File: config.mk
export PLATFORM = sky130hd
export DESIGN_NAME = lsu_wb
export DESIGN_NICKNAME = d
export VERILOG_FILES = /design/src/rtl/lsu_pkg.sv /design/src/rtl/lsu_align.sv /design/src/rtl/lsu_wb.sv
export SDC_FILE = /design/constraint.sdc
export NUM_CORES = 1
export LEC_CHECK = 0
export BUFFER_PORTS_ARGS = -buffer_cell sky130_fd_sc_hd__buf_2
export CORE_MARGIN = 1
export CORE_UTILIZATION = 40
export CTS_CLUSTER_DIAMETER = 30
export CTS_CLUSTER_SIZE = 20
export DETAILED_ROUTE_END_ITERATION = 8
export PLACE_DENSITY = 0.64
export SLEW_MARGIN = 0
export SYNTH_ARGS = -nofsm -noshare
export SYNTH_HDL_FRONTEND = slang
export SYNTH_SLANG_ARGS = --single-unit
File: constraint.sdc
create_clock -name clk -period 4.6 [get_ports clk]
set_input_delay 0.46 -clock clk [delete_from_list [all_inputs] [get_ports clk]]
set_output_delay 0.46 -clock clk [all_outputs]
set_load 0.005 [all_outputs]
File: src/rtl/lsu_pkg.sv
// Shared definitions for the load/store unit: funct3 encodings, FSM states
// and the default access timeout.
package lsu_pkg;

  localparam logic [2:0] F3_B  = 3'b000;
  localparam logic [2:0] F3_H  = 3'b001;
  localparam logic [2:0] F3_W  = 3'b010;
  localparam logic [2:0] F3_BU = 3'b100;
  localparam logic [2:0] F3_HU = 3'b101;

  localparam int TIMEOUT_DEF = 16;
  localparam int CNT_W       = 8;

  typedef enum logic [1:0] {
    ST_IDLE = 2'd0,
    ST_REQ  = 2'd1,
    ST_WAIT = 2'd2,
    ST_DONE = 2'd3
  } lsu_state_e;

endpackage

File: src/rtl/lsu_align.sv
// Combinational lane logic: legality/alignment of the incoming op, store
// byte-enable and lane replication, and load extraction with extension.
module lsu_align
  import lsu_pkg::*;
(
  input  logic        is_load,
  input  logic [2:0]  req_funct3,
  input  logic [1:0]  req_off,
  input  logic [31:0] req_wdata,
  output logic        req_legal,
  output logic        req_aligned,
  output logic [3:0]  st_be,
  output logic [31:0] st_wdata,
  input  logic [2:0]  ld_funct3,
  input  logic [1:0]  ld_off,
  input  logic [31:0] ld_rdata,
  output logic [31:0] ld_data
);

  function automatic logic [31:0] sext8(input logic signed [7:0] v);
    logic signed [31:0] w;
    w = v;
    return w;
  endfunction

  function automatic logic [31:0] sext16(input logic signed [15:0] v);
    logic signed [31:0] w;
    w = v;
    return w;
  endfunction

  logic [31:0] shifted;

  always_comb begin
    req_legal = 1'b0;
    if (is_load) begin
      case (req_funct3)
        F3_B, F3_H, F3_W, F3_BU, F3_HU: req_legal = 1'b1;
        default:                        req_legal = 1'b0;
      endcase
    end else begin
      case (req_funct3)
        F3_B, F3_H, F3_W: req_legal = 1'b1;
        default:          req_legal = 1'b0;
      endcase
    end
  end

  always_comb begin
    req_aligned = 1'b0;
    st_be       = 4'b0000;
    st_wdata    = '0;
    case (req_funct3[1:0])
      2'b00: begin
        req_aligned = 1'b1;
        st_be       = 4'b0001 << req_off;
        st_wdata    = {4{req_wdata[7:0]}};
      end
      2'b01: begin
        req_aligned = ~req_off[0];
        st_be       = req_off[1] ? 4'b1100 : 4'b0011;
        st_wdata    = {2{req_wdata[15:0]}};
      end
      2'b10: begin
        req_aligned = (req_off == 2'b00);
        st_be       = 4'b1111;
        st_wdata    = req_wdata;
      end
      default: begin
        req_aligned = 1'b0;
      end
    endcase
  end

  // Bring the addressed byte/halfword down to lane 0 before extending.
  assign shifted = ld_rdata >> {ld_off, 3'b000};

  always_comb begin
    ld_data = ld_rdata;
    case (ld_funct3)
      F3_B:    ld_data = sext8(shifted[7:0]);
      F3_H:    ld_data = sext16(shifted[15:0]);
      F3_BU:   ld_data = {24'd0, shifted[7:0]};
      F3_HU:   ld_data = {16'd0, shifted[15:0]};
      default: ld_data = ld_rdata;
    endcase
  end

endmodule

File: src/rtl/lsu_wb.sv
// Load/store unit: req/gnt/rvalid handshake to data memory, core stall while
// an access is in flight, and register-file writeback for loads.
module lsu_wb
  import lsu_pkg::*;
#(
  parameter int TIMEOUT = TIMEOUT_DEF
) (
  input  logic        clk,
  input  logic        reset,
  input  logic        ex_valid,
  input  logic        ex_load,
  input  logic        ex_store,
  input  logic [2:0]  ex_funct3,
  input  logic [31:0] ex_addr,
  input  logic [31:0] ex_wdata,
  input  logic [4:0]  ex_rd,
  output logic        stall,
  output logic        mem_req,
  output logic        mem_we,
  output logic [31:0] mem_addr,
  output logic [3:0]  mem_be,
  output logic [31:0] mem_wdata,
  input  logic        mem_gnt,
  input  logic        mem_rvalid,
  input  logic [31:0] mem_rdata,
  output logic        wb_we,
  output logic [4:0]  wb_addr,
  output logic [31:0] wb_data,
  output logic        lsu_fault
);

  lsu_state_e       state;
  logic             load_q;
  logic [2:0]       f3_q;
  logic [1:0]       off_q;
  logic [CNT_W-1:0] cnt_q;
  logic [CNT_W-1:0] cnt_nxt;
  logic             timeout_q;
  logic             limit;

  logic             legal;
  logic             aligned;
  logic             accept;
  logic             reject;
  logic [3:0]       st_be;
  logic [31:0]      st_wdata;
  logic [31:0]      ld_data;

  lsu_align u_align (
    .is_load     (ex_load),
    .req_funct3  (ex_funct3),
    .req_off     (ex_addr[1:0]),
    .req_wdata   (ex_wdata),
    .req_legal   (legal),
    .req_aligned (aligned),
    .st_be       (st_be),
    .st_wdata    (st_wdata),
    .ld_funct3   (f3_q),
    .ld_off      (off_q),
    .ld_rdata    (mem_rdata),
    .ld_data     (ld_data)
  );

  assign accept    = (state == ST_IDLE) & ex_valid & (ex_load ^ ex_store) & legal & aligned;
  assign reject    = (state == ST_IDLE) & ex_valid & (ex_load | ex_store) & ~accept;
  assign stall     = accept | (state == ST_REQ) | (state == ST_WAIT);
  assign lsu_fault = reject | ((state == ST_DONE) & timeout_q);
  assign cnt_nxt   = cnt_q + CNT_W'(1);
  assign limit     = (cnt_nxt == CNT_W'(TIMEOUT));

  // A completing handshake beats the timeout in the same cycle; a load grant
  // at the limit is abandoned because no rvalid could follow in budget.
  always_ff @(posedge clk or posedge reset) begin
    if (reset) begin
      state     <= ST_IDLE;
      load_q    <= 1'b0;
      f3_q      <= '0;
      off_q     <= '0;
      cnt_q     <= '0;
      timeout_q <= 1'b0;
      mem_req   <= 1'b0;
      mem_we    <= 1'b0;
      mem_addr  <= '0;
      mem_be    <= '0;
      mem_wdata <= '0;
      wb_we     <= 1'b0;
      wb_addr   <= '0;
      wb_data   <= '0;
    end else begin
      wb_we <= 1'b0;
      unique case (state)
        ST_IDLE: begin
          timeout_q <= 1'b0;
          if (accept) begin
            load_q    <= ex_load;
            f3_q      <= ex_funct3;
            off_q     <= ex_addr[1:0];
            mem_addr  <= {ex_addr[31:2], 2'b00};
            mem_we    <= ex_store;
            mem_be    <= st_be;
            mem_wdata <= st_wdata;
            wb_addr   <= ex_rd;
            cnt_q     <= '0;
            mem_req   <= 1'b1;
            state     <= ST_REQ;
          end
        end
        ST_REQ: begin
          cnt_q <= cnt_nxt;
          if (mem_gnt && !load_q) begin
            mem_req <= 1'b0;
            state   <= ST_DONE;
          end else if (limit) begin
            mem_req   <= 1'b0;
            timeout_q <= 1'b1;
            state     <= ST_DONE;
          end else if (mem_gnt) begin
            mem_req <= 1'b0;
            state   <= ST_WAIT;
          end
        end
        ST_WAIT: begin
          cnt_q <= cnt_nxt;
          if (mem_rvalid) begin
            wb_data <= ld_data;
            wb_we   <= (wb_addr != 5'd0);
            state   <= ST_DONE;
          end else if (limit) begin
            timeout_q <= 1'b1;
            state     <= ST_DONE;
          end
        end
        ST_DONE: begin
          timeout_q <= 1'b0;
          state     <= ST_IDLE;
        end
        default: state <= ST_IDLE;
      endcase
    end
  end

endmodule

==> results.py <==
metrics = {
    "setup_path": {
        "crit_path_start_kind": "flip-flop",
        "crit_path_top_delay_cell": "nor2_4",
        "critPathCaptureType": "output pin",
        "arrival_ns": 2.53,
        "path_buf_inv": 2,
        "crit_path_max_incr_delay_ns": 0.53,
        "worstPathCellList": "inv_1 -> ha_1 -> nand3_1 -> a211o_1 -> nor2_4 -> o31ai_1 -> buf_2",
        "critPathRequiredTime_ns": 4.14,
        "path_class": "reg2out",
        "crit_family": "simple AND/OR/NAND/NOR gates",
        "crit_fanout": 25,
    },
    "cts": {
        "postCtsHoldBufs": 0,
        "post_cts_resize_count": 0,
        "htree_levels": 4,
        "clk_pin_slew_ns": 0.05,
        "cts_tree": "yes",
        "cts-root-buf": "clkbuf_16",
        "post_cts_buffers": 0,
        "cts_max_path_buffers": 2,
        "numCtsBuffers": 17,
        "clkSinkCount": 123,
        "clk_latency_ns": 0.42,
    },
    "route": {
        "antenna_left": 0,
        "drt_first_pass_iters": 5,
        "vias": 5368,
        "avgRoutedWirePerCell_um": 15.5,
        "wl_mm": 16.3,
        "viasPerCell": 5.08,
        "drtIter0Drc": 254,
        "drc": 0,
    },
    "min_path": {
        "hold_path_class": "in2async",
    },
    "place": {
        "port_buffers": 218,
        "hpwl_mm": 11.7,
        "gp_congestion": 0.814,
        "dpl-instance-area_mm2": 0.00703,
        "pre_cts_ws_ns": 1.93,
    },
    "sta": {
        "setup_viol": 0,
        "fmax_mhz": 334,
        "hold_violations": 0,
        "min_period_ns": 2.99,
        "slew_viol_final": 0,
        "setup_slack_ns": 1.61,
        "period_share_pct": 65.0,
        "worstMarginPinSlew_ns": 1.13,
        "finalSetupTns_ns": 0,
        "skew_ns": 0.0101,
        "rsz0062_at_grt": "no",
        "relSlewSlack_pct": 24.4,
    },
    "synth": {
        "synthArstFlopShare_pct": 100,
        "synth_most_common_cell": "nand2_1",
        "yosys.area.top_type_share_pct": 52.6,
        "synth_area_leaders": "dfrtp_1, nand2_1, mux2i_1, o21ai_0, nand3_1",
        "synth_seq_cells": 123,
        "synth_ff_type": "dfrtp_1",
        "ys_seq_area_share_pct": 52.6,
        "synth_area_per_cell_um2": 8.82,
        "yosysWarnings": 0,
        "yosysTopAreaCell": "dfrtp_1",
        "netlist_instances": 663,
        "synth.distinct_cells": 49,
        "synth_edf_count": 0,
        "synth.cell_area_mm2": 0.00585,
        "yosys-top-cells-count": "nand2_1, dfrtp_1, nor2_1",
    },
    "grt": {
        "grt_pass1_wl_mm": 25.7,
        "grt_pass1_vias": 5183,
        "grt_start_max_net_pins": 67,
        "grt_overflow": 0,
        "grt_usage_pct": 22.4,
        "antenna_found_initial": 1,
    },
    "floorplan": {
        "die_height_um": 123,
        "coreArea_mm2": 0.0141,
        "die_x_um": 123,
        "row_count": 43,
        "initial_core_util_pct": 41.5,
        "dieArea_mm2": 0.0151,
        "io_pins": 221,
    },
    "finish": {
        "area_growth_pct": 29.9,
        "postLayoutCellArea_mm2": 0.00760,
        "fin_nets": 982,
        "multiInputGateArea_mm2": 0.00254,
        "drive_above_1_share_pct": 30.1,
        "nFillCells": 1365,
        "diodes": 0,
        "layout.area.seq_mm2": 0.00308,
        "final_core_util_pct": 53.9,
    },
    "power_and_ir_drop": {
        "p_leak_nw": 4.05,
        "powerDensity_mw_per_mm2": 632,
        "total_power_mw": 4.80,
        "vdd_drop_max_uv": 280,
    },
    "job": {
        "drv_cap": 0,
    },
    "run_status": {
        "status": "completed",
    },
}
routing by layer:
metal | part of all wire [%] | global-route usage [%]
met1 | 45 | 28.1
met2 | 47 | 35.8
met3 | 7.3 | 8.39
met4 | 1.3 | 7.16
met5 | 0.061 | 0
stage by stage:
step,hold WS (ns),std cells
floorplan,0.451,664
global placement,0.447,1025
detailed placement,0.458,1025
CTS,0.130,1056
global route,0.163,1056
finish,0.120,1056
kinds of logic after synthesis:
group	share of synthesized area, %
mux	4.70
fa+ha+maj	1.50
other cells	0.0641
flops	52.6
compound gates	13.6
xor+xnor	0.150
buf+inv	4.19
simple gates	23.2
worst reg2reg max path, cell delays in order, from the launching register on:
cell      delay (ns)
dfrtp_1         0.42
inv_1           0.14
ha_1            0.32
nand3_1         0.11
a211o_1         0.33
or2_4           0.51
buf_4           0.37
a221oi_1        0.27
nor2_1          0.07
sequential cells by signal, summed over array words and instances (netlist names), 3 cells and up:
signal,flops
mem_wdata,32
wb_data,32
mem_addr,30
cnt_q,8
wb_addr,5
mem_be,4
f3_q,3
final timing paths:
check,from,slack [ns],depth (start not counted),endpoint
min in group clk,ex_addr[20],0.23,3,mem_addr[20]
worst min register to register,mem_addr[18],0.47,2,mem_addr[18]
max in group asynchronous,reset,3.46,3,mem_addr[31]
worst max register to register,state[0],1.95,8,mem_wdata[22]
worst min-delay path,reset,0.12,2,wb_addr[1]
worst max-delay path,state[0],1.61,7,lsu_fault
area by class of cell:
type | instances | share of cell area (%)
timing repair buffer | 224 | 14.9
clock inverter | 11 | 1.60
inverter | 14 | 0.724
sequential | 123 | 40.5
clock buffer | 20 | 5.88
multi-input combinational | 484 | 33.4
tap | 180 | 2.96
power breakdown:
group / switching [mW] / internal (mW) / leakage (nW)
sequential: 0.368 / 1.55 / 1.57
combinational: 0.847 / 0.757 / 2.22
clock: 0.479 / 0.805 / 0.264
total: 1.69 / 3.11 / 4.05
placed cells by master (no fill, tap or decap), types with 4 or more instances in the layout:
cell        instances
buf_2             218
nand2_1           196
dfrtp_1           123
nor2_1             50
o21ai_0            46
nand3_1            41
a21oi_1            34
mux2i_1            23
clkbuf_16          17
inv_1              12
o22ai_1             8
a221oi_1            8
a22oi_1             7
ha_1                7
a221o_1             6
buf_4               6
nor3b_1             5
clkinvlp_4          5
nor3_1              4
nand2b_1            4
and3_1              4
(Power assumes the default switching activity.)
